`config.mk`:
```
export PLATFORM = sky130hd
export DESIGN_NAME = memory_controller
export DESIGN_NICKNAME = d
export VERILOG_FILES = /design/src/rtl/mem_ctrl_pkg.sv /design/src/rtl/memory_controller.sv
export SDC_FILE = /design/constraint.sdc
export NUM_CORES = 1
export LEC_CHECK = 0
export ABC_AREA = 1
export BUFFER_PORTS_ARGS = -buffer_cell sky130_fd_sc_hd__buf_2
export CAP_MARGIN = 20
export CORE_AREA = 2 2 268 138
export DETAILED_ROUTE_END_ITERATION = 7
export DIE_AREA = 0 0 270 140
export PLACE_DENSITY = 0.75
export SYNTH_ARGS = -nofsm -noshare
export SYNTH_HDL_FRONTEND = slang
export SYNTH_SLANG_ARGS = --single-unit
```
`constraint.sdc`:
```
create_clock -name clk -period 3.1 [get_ports clk]
set_clock_uncertainty 0.15 [all_clocks]
set_input_delay 0.62 -clock clk [delete_from_list [all_inputs] [get_ports clk]]
set_output_delay 0.62 -clock clk [all_outputs]
set_load 0.02 [all_outputs]
```
`src/rtl/mem_ctrl_pkg.sv`:
```
// Shared types and constants for the byte-serial memory controller.
package mem_ctrl_pkg;

  typedef enum logic [1:0] {
    IDLE  = 2'd0,
    READ  = 2'd1,
    WRITE = 2'd2,
    DONE  = 2'd3
  } state_t;

  typedef enum logic {
    SRC_ICACHE = 1'b0,
    SRC_LSU    = 1'b1
  } src_t;

  localparam logic [1:0] SIZE_BYTE = 2'd0;
  localparam logic [1:0] SIZE_HALF = 2'd1;
  localparam logic [1:0] SIZE_WORD = 2'd2;

  // IO space is the top quarter of the byte address map (top two bits set).
  localparam logic [1:0] IO_PREFIX = 2'b11;

  function automatic logic is_io(input logic [1:0] addr_top);
    return addr_top == IO_PREFIX;
  endfunction

  // Size code 3 is illegal and handled as a word.
  function automatic logic [2:0] size_bytes(input logic [1:0] size);
    case (size)
      SIZE_BYTE: return 3'd1;
      SIZE_HALF: return 3'd2;
      default:   return 3'd4;
    endcase
  endfunction

endpackage

```
`src/rtl/memory_controller.sv`:
```
// Arbitrates the byte-wide RAM/IO port between icache line fills and LSU
// accesses, serializing each request into per-byte memory cycles.
//
// state | meaning
// IDLE  | port quiet (mem_a = 0); arbitrate and issue byte 0 at the grant edge
// READ  | cnt = edges since grant; issue while cnt < N, capture byte cnt-2
// WRITE | cnt = bytes written; IO writes hold while the UART buffer is full
// DONE  | done pulse for the granted source; no new grant this cycle
module memory_controller
  import mem_ctrl_pkg::*;
#(
  parameter int ADDR_WIDTH = 17,
  parameter int LINE_BYTES = 16
) (
  input  logic                    clk,
  input  logic                    rst,
  input  logic                    rdy,
  input  logic                    icache_req,
  input  logic [ADDR_WIDTH-1:0]   icache_addr,
  output logic                    icache_done,
  output logic [LINE_BYTES*8-1:0] icache_data,
  input  logic                    lsu_req,
  input  logic                    lsu_we,
  input  logic [1:0]              lsu_size,
  input  logic [ADDR_WIDTH-1:0]   lsu_addr,
  input  logic [31:0]             lsu_wdata,
  output logic                    lsu_done,
  output logic [31:0]             lsu_rdata,
  input  logic [7:0]              mem_din,
  output logic [7:0]              mem_dout,
  output logic [ADDR_WIDTH-1:0]   mem_a,
  output logic                    mem_wr,
  input  logic                    io_buffer_full
);

  localparam int CNT_W = $clog2(LINE_BYTES + 2);
  localparam int IDX_W = $clog2(LINE_BYTES);

  state_t                  state, state_nxt;
  src_t                    src_q, last_grant;
  logic                    we_q;
  logic [ADDR_WIDTH-1:0]   addr_q;
  logic [CNT_W-1:0]        n_q;
  logic [CNT_W-1:0]        cnt;
  logic [31:0]             wdata_q;
  logic [LINE_BYTES*8-1:0] line_buf;

  logic                    grant;
  src_t                    grant_src;
  logic                    cur_we;
  logic [ADDR_WIDTH-1:0]   cur_addr;
  logic [31:0]             cur_wdata;
  logic [CNT_W-1:0]        cur_n;
  logic [CNT_W-1:0]        cur_cnt;
  logic [ADDR_WIDTH-1:0]   issue_addr;
  logic                    stall;

  logic                    issue, capture, finish, addr_zero, cnt_inc;
  logic [IDX_W-1:0]        cap_idx;
  logic [LINE_BYTES*8-1:0] buf_nxt;
  logic [31:0]             lsu_rdata_nxt;

  // Tie goes to whichever source was not granted last.
  always_comb begin
    grant     = 1'b0;
    grant_src = SRC_ICACHE;
    if (state == IDLE) begin
      if (icache_req && lsu_req) begin
        grant     = 1'b1;
        grant_src = (last_grant == SRC_ICACHE) ? SRC_LSU : SRC_ICACHE;
      end else if (icache_req) begin
        grant     = 1'b1;
        grant_src = SRC_ICACHE;
      end else if (lsu_req) begin
        grant     = 1'b1;
        grant_src = SRC_LSU;
      end
    end
  end

  // At the grant edge the operands come straight from the requester.
  always_comb begin
    if (grant) begin
      cur_we    = (grant_src == SRC_LSU) && lsu_we;
      cur_addr  = (grant_src == SRC_LSU) ? lsu_addr : icache_addr;
      cur_wdata = lsu_wdata;
      cur_n     = (grant_src == SRC_LSU) ? CNT_W'(size_bytes(lsu_size))
                                         : CNT_W'(LINE_BYTES);
      cur_cnt   = '0;
    end else begin
      cur_we    = we_q;
      cur_addr  = addr_q;
      cur_wdata = wdata_q;
      cur_n     = n_q;
      cur_cnt   = cnt;
    end
    issue_addr = cur_addr + ADDR_WIDTH'(cur_cnt);
    stall      = cur_we && is_io(cur_addr[ADDR_WIDTH-1 -: 2]) && io_buffer_full;
  end

  always_ff @(posedge clk) begin
    if (rst) begin
      state <= IDLE;
    end else if (rdy) begin
      state <= state_nxt;
    end
  end

  always_comb begin
    state_nxt = state;
    case (state)
      IDLE:    if (grant) state_nxt = cur_we ? WRITE : READ;
      READ:    if (cnt == n_q + CNT_W'(1)) state_nxt = DONE;
      WRITE:   if (cnt == n_q) state_nxt = DONE;
      DONE:    state_nxt = IDLE;
      default: state_nxt = IDLE;
    endcase
  end

  always_comb begin
    issue     = 1'b0;
    capture   = 1'b0;
    finish    = 1'b0;
    addr_zero = 1'b0;
    cnt_inc   = 1'b0;
    case (state)
      IDLE: begin
        issue     = grant && !stall;
        addr_zero = !grant;
      end
      READ: begin
        issue   = cnt < n_q;
        capture = cnt >= CNT_W'(2);
        finish  = cnt == n_q + CNT_W'(1);
        cnt_inc = 1'b1;
      end
      WRITE: begin
        finish  = cnt == n_q;
        issue   = !finish && !stall;
        cnt_inc = issue;
      end
      DONE: addr_zero = 1'b1;
      default: ;
    endcase
  end

  // Read byte k arrives two edges after its issue, i.e. when cnt = k + 2.
  always_comb begin
    cap_idx = IDX_W'(cnt - CNT_W'(2));
    buf_nxt = line_buf;
    buf_nxt[{cap_idx, 3'b000} +: 8] = mem_din;
    case (n_q)
      CNT_W'(1): lsu_rdata_nxt = {24'h0, buf_nxt[7:0]};
      CNT_W'(2): lsu_rdata_nxt = {16'h0, buf_nxt[15:0]};
      default:   lsu_rdata_nxt = buf_nxt[31:0];
    endcase
  end

  always_ff @(posedge clk) begin
    if (rst) begin
      src_q       <= SRC_ICACHE;
      last_grant  <= SRC_ICACHE;
      we_q        <= 1'b0;
      addr_q      <= '0;
      n_q         <= '0;
      wdata_q     <= '0;
      cnt         <= '0;
      line_buf    <= '0;
      mem_a       <= '0;
      mem_dout    <= '0;
      mem_wr      <= 1'b0;
      icache_done <= 1'b0;
      lsu_done    <= 1'b0;
      icache_data <= '0;
      lsu_rdata   <= '0;
    end else if (rdy) begin
      if (grant) begin
        src_q      <= grant_src;
        last_grant <= grant_src;
        we_q       <= cur_we;
        addr_q     <= cur_addr;
        n_q        <= cur_n;
        wdata_q    <= cur_wdata;
      end

      if (state == IDLE) begin
        cnt <= issue ? CNT_W'(1) : '0;
      end else if (cnt_inc) begin
        cnt <= cnt + CNT_W'(1);
      end

      mem_wr <= issue && cur_we;
      if (issue) begin
        mem_a <= issue_addr;
        if (cur_we) mem_dout <= cur_wdata[{cur_cnt[1:0], 3'b000} +: 8];
      end else if (addr_zero) begin
        mem_a <= '0;
      end

      if (capture) line_buf <= buf_nxt;

      icache_done <= finish && (src_q == SRC_ICACHE);
      lsu_done    <= finish && (src_q == SRC_LSU);
      if (finish && (src_q == SRC_ICACHE)) icache_data <= buf_nxt;
      if (finish && (src_q == SRC_LSU) && !we_q) lsu_rdata <= lsu_rdata_nxt;
    end
  end

endmodule

```
==> reports/metrics.csv, run 1 <==
stage;metric;value;unit
place;dpl cells;3293;
clocking;Clk Latency, worst-skew pair;0.53;ns
timing;Final Hold Viols;0;
clocking;Max Buffers Root-to-Sink;3;
drt;Routed WL;55100;microns
grt;global route overflow;0;
final_layout;area grow syn2layout;17.5;%
final_layout;Seq. cell area;7570;sq um
timing;Final Cycle Share;0.955;
clocking;root buffer cell;clkbuf_16;
setup_path;crit start category;flop;
place;routability congestion estimate;0.939;
final_layout;final std cells w/o fill;3358;
yosys;syn nets;2744;
yosys;area of the mapped netlist;17800;sq um
place;DP HPWL;39600;microns
timing;Slew Limit Fails;0;
drt;via count;17600;
final_layout;final instance area;20900;sq um
grt;global-route wire length before repair;85300;microns
power;Power Density;594;nW/um^2
status;status;finished, final reports clean;
setup_path;Critical Path End Type;flop;
drt;post-route ant nets;0;
clocking;CTS tree;yes;
setup_path;CP Max Fanout;17;
die;die area;37800;sq um
yosys;post-synth cell types;43;
setup_path;Crit Path Category;flop to flop;
timing;hold slack final;0.189;ns
grt;GR Util All Layers;0.280;
drt;DR vias/cell;5.25;
timing;# setup viols final;0;
final_layout;# nets final;2957;
yosys;post-synthesis cell count;2635;
yosys;Synth Register Bits;378;
timing;max_slew headroom;0.327;
die;die height;140;microns
yosys;share of the synthesized area in the top cell type;0.426;
timing;min Tclk post-route;2.96;ns
drt;1st-pass router iterations;5;
grt;number of global-route vias before repair;15800;
power;overall power;12.4;mW
drt;routed len/inst;16.4;microns
job;max-capacitance violation count;0;
yosys;largest area contributor in the netlist;dfxtp_1;
clocking;total CTS buffers;35;
yosys;top cells by area, synth;dfxtp_1 (43%), nand2_1 (12%), o21ai_0 (8.2%);
setup_path;Arr. time, crit path;3.24;ns
place;IO Port Bufs;270;
die;initial cell density of the core;0.503;
clocking;hold_buf cts;0;
setup_path;Req. time, crit path;3.38;ns
yosys;post-synthesis sequential area ratio;0.426;
clocking;Reg clk slew, reported paths;0.07;ns
grt;antenna violations before repair;1;
die;IO Pins;271;
power;Max VDD drop;0.000351;V
timing;unrepaired setup endpoints after global routing;yes;
die;core area;35400;sq um
min_path;hold crit path type;input pin to flop;
die;Die Wd;270;microns
final_layout;Filler Cells Inserted;3344;
yosys;Synth Area per Inst;6.75;sq um
grt;largest net degree at the start of global routing;185;
final_layout;layout cells sized above 1;0.164;
yosys;Post-synth ARST share;0;
final_layout;commonest cells after routing, fill and taps aside;nand2_1 (567), nor2_1 (378), dfxtp_1 (376), inv_1 (340), o21ai_0 (280);
yosys;Yosys warning total;0;
clocking;CTS Sinks;378;
yosys;Post-synth EDFFs;0;
timing;Tightest Pin Transition;1.01;ns
drt;Starting DRT DRC Count;1935;
timing;max frequency;0.338;GHz
die;FP Rows;49;
yosys;Post-synth top flop;dfxtp_1;
final_layout;commonest non-fill, non-tap cell in the layout;nand2_1;
clocking;H-tree depth;2;
final_layout;area of the multi-input gates;8290;sq um
power;Pleak;9.99;nW
drt;# DRC;0;
place;dpl cell area;19600;sq um
[registers in the layout, summed over array words and instances, names as in the netlist]
signal       flops
mem_dout         8
we_q             1
lsu_rdata       32
cnt              5
line_buf       128
mem_a           17
mem_wr           1
addr_q          17
wdata_q         32
icache_data    128
state            2
n_q              4
icache_done      1
last_grant       1
lsu_done         1
[worst max-delay path, cell delays in order, from the launching register on]
cell and delay, ns:
dfxtp_1 0.51, inv_1 0.19, ha_1 0.25, inv_1 0.06, nand2_1 0.06, nand2_1 0.15, inv_1 0.09, nand2_1 0.08
nand2_1 0.09, clkinv_2 0.21, nand3_1 0.18, nand2_1 0.09, o21ai_0 0.26, or2_2 0.39, a21oi_1 0.11
[synthesized netlist by cell type, types with 2 or more instances]
cell        n
nor3_1      4
buf_2      53
nand3_2     3
nor2_4      6
a211oi_1   10
xor2_1      6
or2_1       3
nor2_2     11
clkbuf_1   86
buf_4       2
xnor2_1     4
buf_6       3
nand4_1    16
dfxtp_1   378
clkinv_1    3
nand2_2    12
o211ai_1   13
a21oi_1   237
nand2_1   574
inv_2      16
nor2_8      2
nand3_1    60
inv_1     344
nand3b_1    7
a221oi_1    8
ha_1       25
nor2_1    379
or2_2       6
mux2_2      9
mux2_1      7
nand2_4     4
buf_1       7
o21ai_1    38
o21ai_0   290
[area by class of cell]
type,count,area share
clock buffers,53,0.0491
repair buffers,327,0.0899
flip-flops and latches,378,0.362
inverters,363,0.0654
clock inverters,8,0.00689
well taps,484,0.0290
diodes,2,0.000240
multi-input cells,1743,0.397
[routing by layer]
layer	global-route usage	share of wire	vias to the layer above
li1	-	-	8694
met1	0.431	0.49	8192
met3	0.0603	0.089	82
met4	0.0523	0.016	2
met5	0	0.00013	-
met2	0.400	0.41	649
[logic make-up after synthesis]
kind of cell	Yosys count	share of synthesized area
buffers and inverters	514	0.114
flip-flops	378	0.426
multiplexers	16	0.0101
AND/OR/NAND/NOR	1091	0.252
adder cells (fa/ha/maj)	26	0.0187
AO/OA/AOI/OAI	600	0.175
XOR/XNOR	10	0.00493
[through the flow]
| stage | setup TNS [ns] | util | setup WS [ns] |
|---|---|---|---|
| 6_report | 0 | 0.590 | 0.139 |
| 5_1_grt | -0.132 | 0.590 | -0.0380 |
| 3_3_place_gp | -0.00260 | 0.554 | -0.00260 |
| 2_1_floorplan | 0 | - | 0.0317 |
| 3_5_place_dp | -0.289 | 0.554 | -0.0989 |
| 4_1_cts | 0 | 0.587 | 0.0364 |
[power by group]
part           internal (mW)  total [mW]  leakage, nW  switching, mW
Clock                   2.63        4.51        0.571           1.89
Combinational          0.811        2.72         6.36           1.91
Sequential              5.07        5.18         3.06          0.111
Total                   8.51        12.4         9.99           3.90
[timing repair]
item                       CTS  global route
resized for setup            2            35
pin swaps                    0             2
buffers inserted             0             2
setup endpoints to repair    8           121
[final timing paths]
path | depth (start not counted) | endpoint | start | slack, ns
worst max-delay path | 14 | icache_data[18] | cnt[2] | 0.14
worst min-delay path | 3 | wdata_q[30] | lsu_wdata[30] | 0.19
worst max register to register | 14 | icache_data[18] | cnt[2] | 0.14
worst min register to register | 2 | wdata_q[7] | wdata_q[7] | 0.30
No activity file was read; power rests on OpenSTA's default activity.
==> inputs of run 2 (changes only) <==
--- a/config.mk
+++ b/config.mk
@@ -8,10 +8,9 @@
 export ABC_AREA = 1
 export BUFFER_PORTS_ARGS = -buffer_cell sky130_fd_sc_hd__buf_2
 export CAP_MARGIN = 20
-export CORE_AREA = 2 2 268 138
+export CORE_AREA = 2 2 229 231
 export DETAILED_ROUTE_END_ITERATION = 7
-export DIE_AREA = 0 0 270 140
-export PLACE_DENSITY = 0.75
+export DIE_AREA = 0 0 231 233
 export SYNTH_ARGS = -nofsm -noshare
 export SYNTH_HDL_FRONTEND = slang
 export SYNTH_SLANG_ARGS = --single-unit
==> run 2 against run 1 <==
Design area grew 2.8%. Power grew 6.6%. Utilization shrank 17 points. Worst hold slack lost 0.043 ns. First-iteration DRC count shrank 41%. Combinational power shrank 4%. Sequential power is essentially flat. Critical path depth grew 6. Maximum frequency grew 3.2%. Cell count grew 6.4%. Clock power grew 21%. Sequential cell count is the same. Highest routed layer unchanged.
==> reports/metrics.csv, run 2 (synthesis gave the netlist of run 1 again) <==
stage;metric;value;unit
status;status;finished, final reports clean;
place;routability congestion estimate;0.898;
timing;min Tclk post-route;2.87;ns
final_layout;layout cells sized above 1;0.169;
min_path;hold crit path type;input pin to flop;
die;die height;233;microns
clocking;CTS Sinks;378;
clocking;Reg clk slew, reported paths;0.07;ns
power;Seq pwr share;0.391;
grt;largest net degree at the start of global routing;161;
die;FP Rows;83;
setup_path;most used cell, CP;nand2_1;
power;Pint;9.20;mW
power;clock share of power;0.411;
die;Die Wd;231;microns
final_layout;area grow syn2layout;20.8;%
drt;# DRC;0;
setup_path;crit start category;flop;
timing;max_slew headroom;0.478;
timing;Tightest Pin Transition;0.775;ns
grt;number of global-route vias before repair;15900;
timing;setup_tns;0;ns
clocking;hold_buf cts;0;
place;DP HPWL;39900;microns
clocking;total CTS buffers;43;
grt;global-route wire length before repair;88100;microns
final_layout;biggest regs;icache_data (128), line_buf (128);
drt;via count;17300;
drt;DR vias/cell;4.84;
drt;1st-pass router iterations;5;
setup_path;Critical Path End Type;flop;
grt;antenna violations before repair;2;
place;Place WS;-0.0445;ns
power;Pleak;10.2;nW
final_layout;# nets final;2969;
clocking;CTS tree;yes;
setup_path;CP Max Fanout;7;
drt;post-route ant nets;0;
clocking;Clk Latency, worst-skew pair;0.58;ns
final_layout;antenna diode count;0;
final_layout;area of the multi-input gates;8230;sq um
final_layout;commonest non-fill, non-tap cell in the layout;nand2_1;
drt;routed len/inst;15.9;microns
power;Power Density;616;nW/um^2
final_layout;final std cells w/o fill;3573;
final_layout;Filler Cells Inserted;5394;
power;sw power;4.03;mW
timing;hold slack final;0.146;ns
timing;unrepaired setup endpoints after global routing;yes;
setup_path;Crit Path Category;flop to flop;
setup_path;crit-path cells;inv_2, ha_4, nand2_4, inv_2, nand2_2, o21ai_2, nand2_1, ha_1, fa_2, nand3_1, nand2_1, nand2_1, nand2_1, nand3_2, nor2_2, nand3_1, nand2_1, nand3_1, nand2_1, nor2b_1;
setup_path;max incr delay on CP;0.36;ns
grt;global route overflow;0;
timing;Final Hold Viols;0;
power;Comb pwr share;0.198;
drt;Starting DRT DRC Count;1147;
die;initial cell density of the core;0.348;
place;dpl cells;3495;
timing;max frequency;0.349;GHz
power;overall power;13.2;mW
job;max-capacitance violation count;0;
power;Max VDD drop;0.000340;V
setup_path;Req. time, crit path;3.40;ns
timing;Slew Limit Fails;0;
timing;Final Cycle Share;0.925;
final_layout;Post-Route Utilization;0.420;
setup_path;Worst path slowest cell;fa_2;
place;dpl cell area;19900;sq um
setup_path;FF-to-FF setup slack;0.23;ns
timing;# setup viols final;0;
die;IO Pins;271;
final_layout;final instance area;21500;sq um
clocking;root buffer cell;clkbuf_16;
power;Net Sw Frac;0.305;
clocking;Max Buffers Root-to-Sink;3;
final_layout;commonest cells after routing, fill and taps aside;nand2_1 (573), nor2_1 (378), dfxtp_1 (377), inv_1 (340), o21ai_0 (286);
place;IO Port Bufs;270;
clocking;H-tree depth;2;
grt;GR Util All Layers;0.206;
drt;Routed WL;56600;microns
die;die area;53800;sq um
setup_path;Arr. time, crit path;3.17;ns
final_layout;Seq. cell area;7570;sq um
die;core area;51100;sq um
timing;final worst slack;0.231;ns
## run 2: path summary, 6_finish.rpt
kind,cells after the start,start,to
max,20,state[1],mem_a[16]
min,3,lsu_wdata[14],wdata_q[14]
max reg2reg,20,state[1],mem_a[16]
min reg2reg,2,wdata_q[7],wdata_q[7]
## run 2: final cells by class
| type | count | share of cell area |
|---|---|---|
| Inverter | 363 | 0.0638 |
| Clock inverter | 13 | 0.0103 |
| Tap cell | 680 | 0.0396 |
| Timing Repair Buffer | 331 | 0.0898 |
| Multi-Input combinational cell | 1743 | 0.383 |
| Sequential cell | 378 | 0.353 |
| Clock buffer | 65 | 0.0605 |
## run 2: timing repair
| item | 4_1_cts | 5_1_grt |
|---|---|---|
| buffers inserted | 0 | 0 |
| gates resized for setup | 2 | 14 |
| setup endpoints to repair | 7 | 33 |
| pin swaps | 0 | 0 |
## run 2: worst max-delay path, delay by kind of cell (launching register included)
family	cells	cell delay [ns]
buffers and inverters	2	0.17
AOI/OAI and AO/OA	1	0.17
adders and majority gates	3	0.76
DFF	1	0.35
and+or+nand+nor	14	1.12
## run 2: power groups by stage
stage / Sequential, mW / Clock, mW / Combinational, mW
after global placement: 5.28 / 0 / 2.55
after detailed placement: 5.28 / 0 / 2.58
final: 5.18 / 5.44 / 2.62
after CTS: 5.18 / 5.56 / 2.60
after floorplan: 5.35 / 0 / 1.64
after global routing: 5.20 / 5.76 / 2.90
## run 2: layer usage
layer	GRT usage	share of wire
met5	0	0.00014
met4	0.0609	0.026
met3	0.0388	0.065
met2	0.319	0.44
met1	0.290	0.47
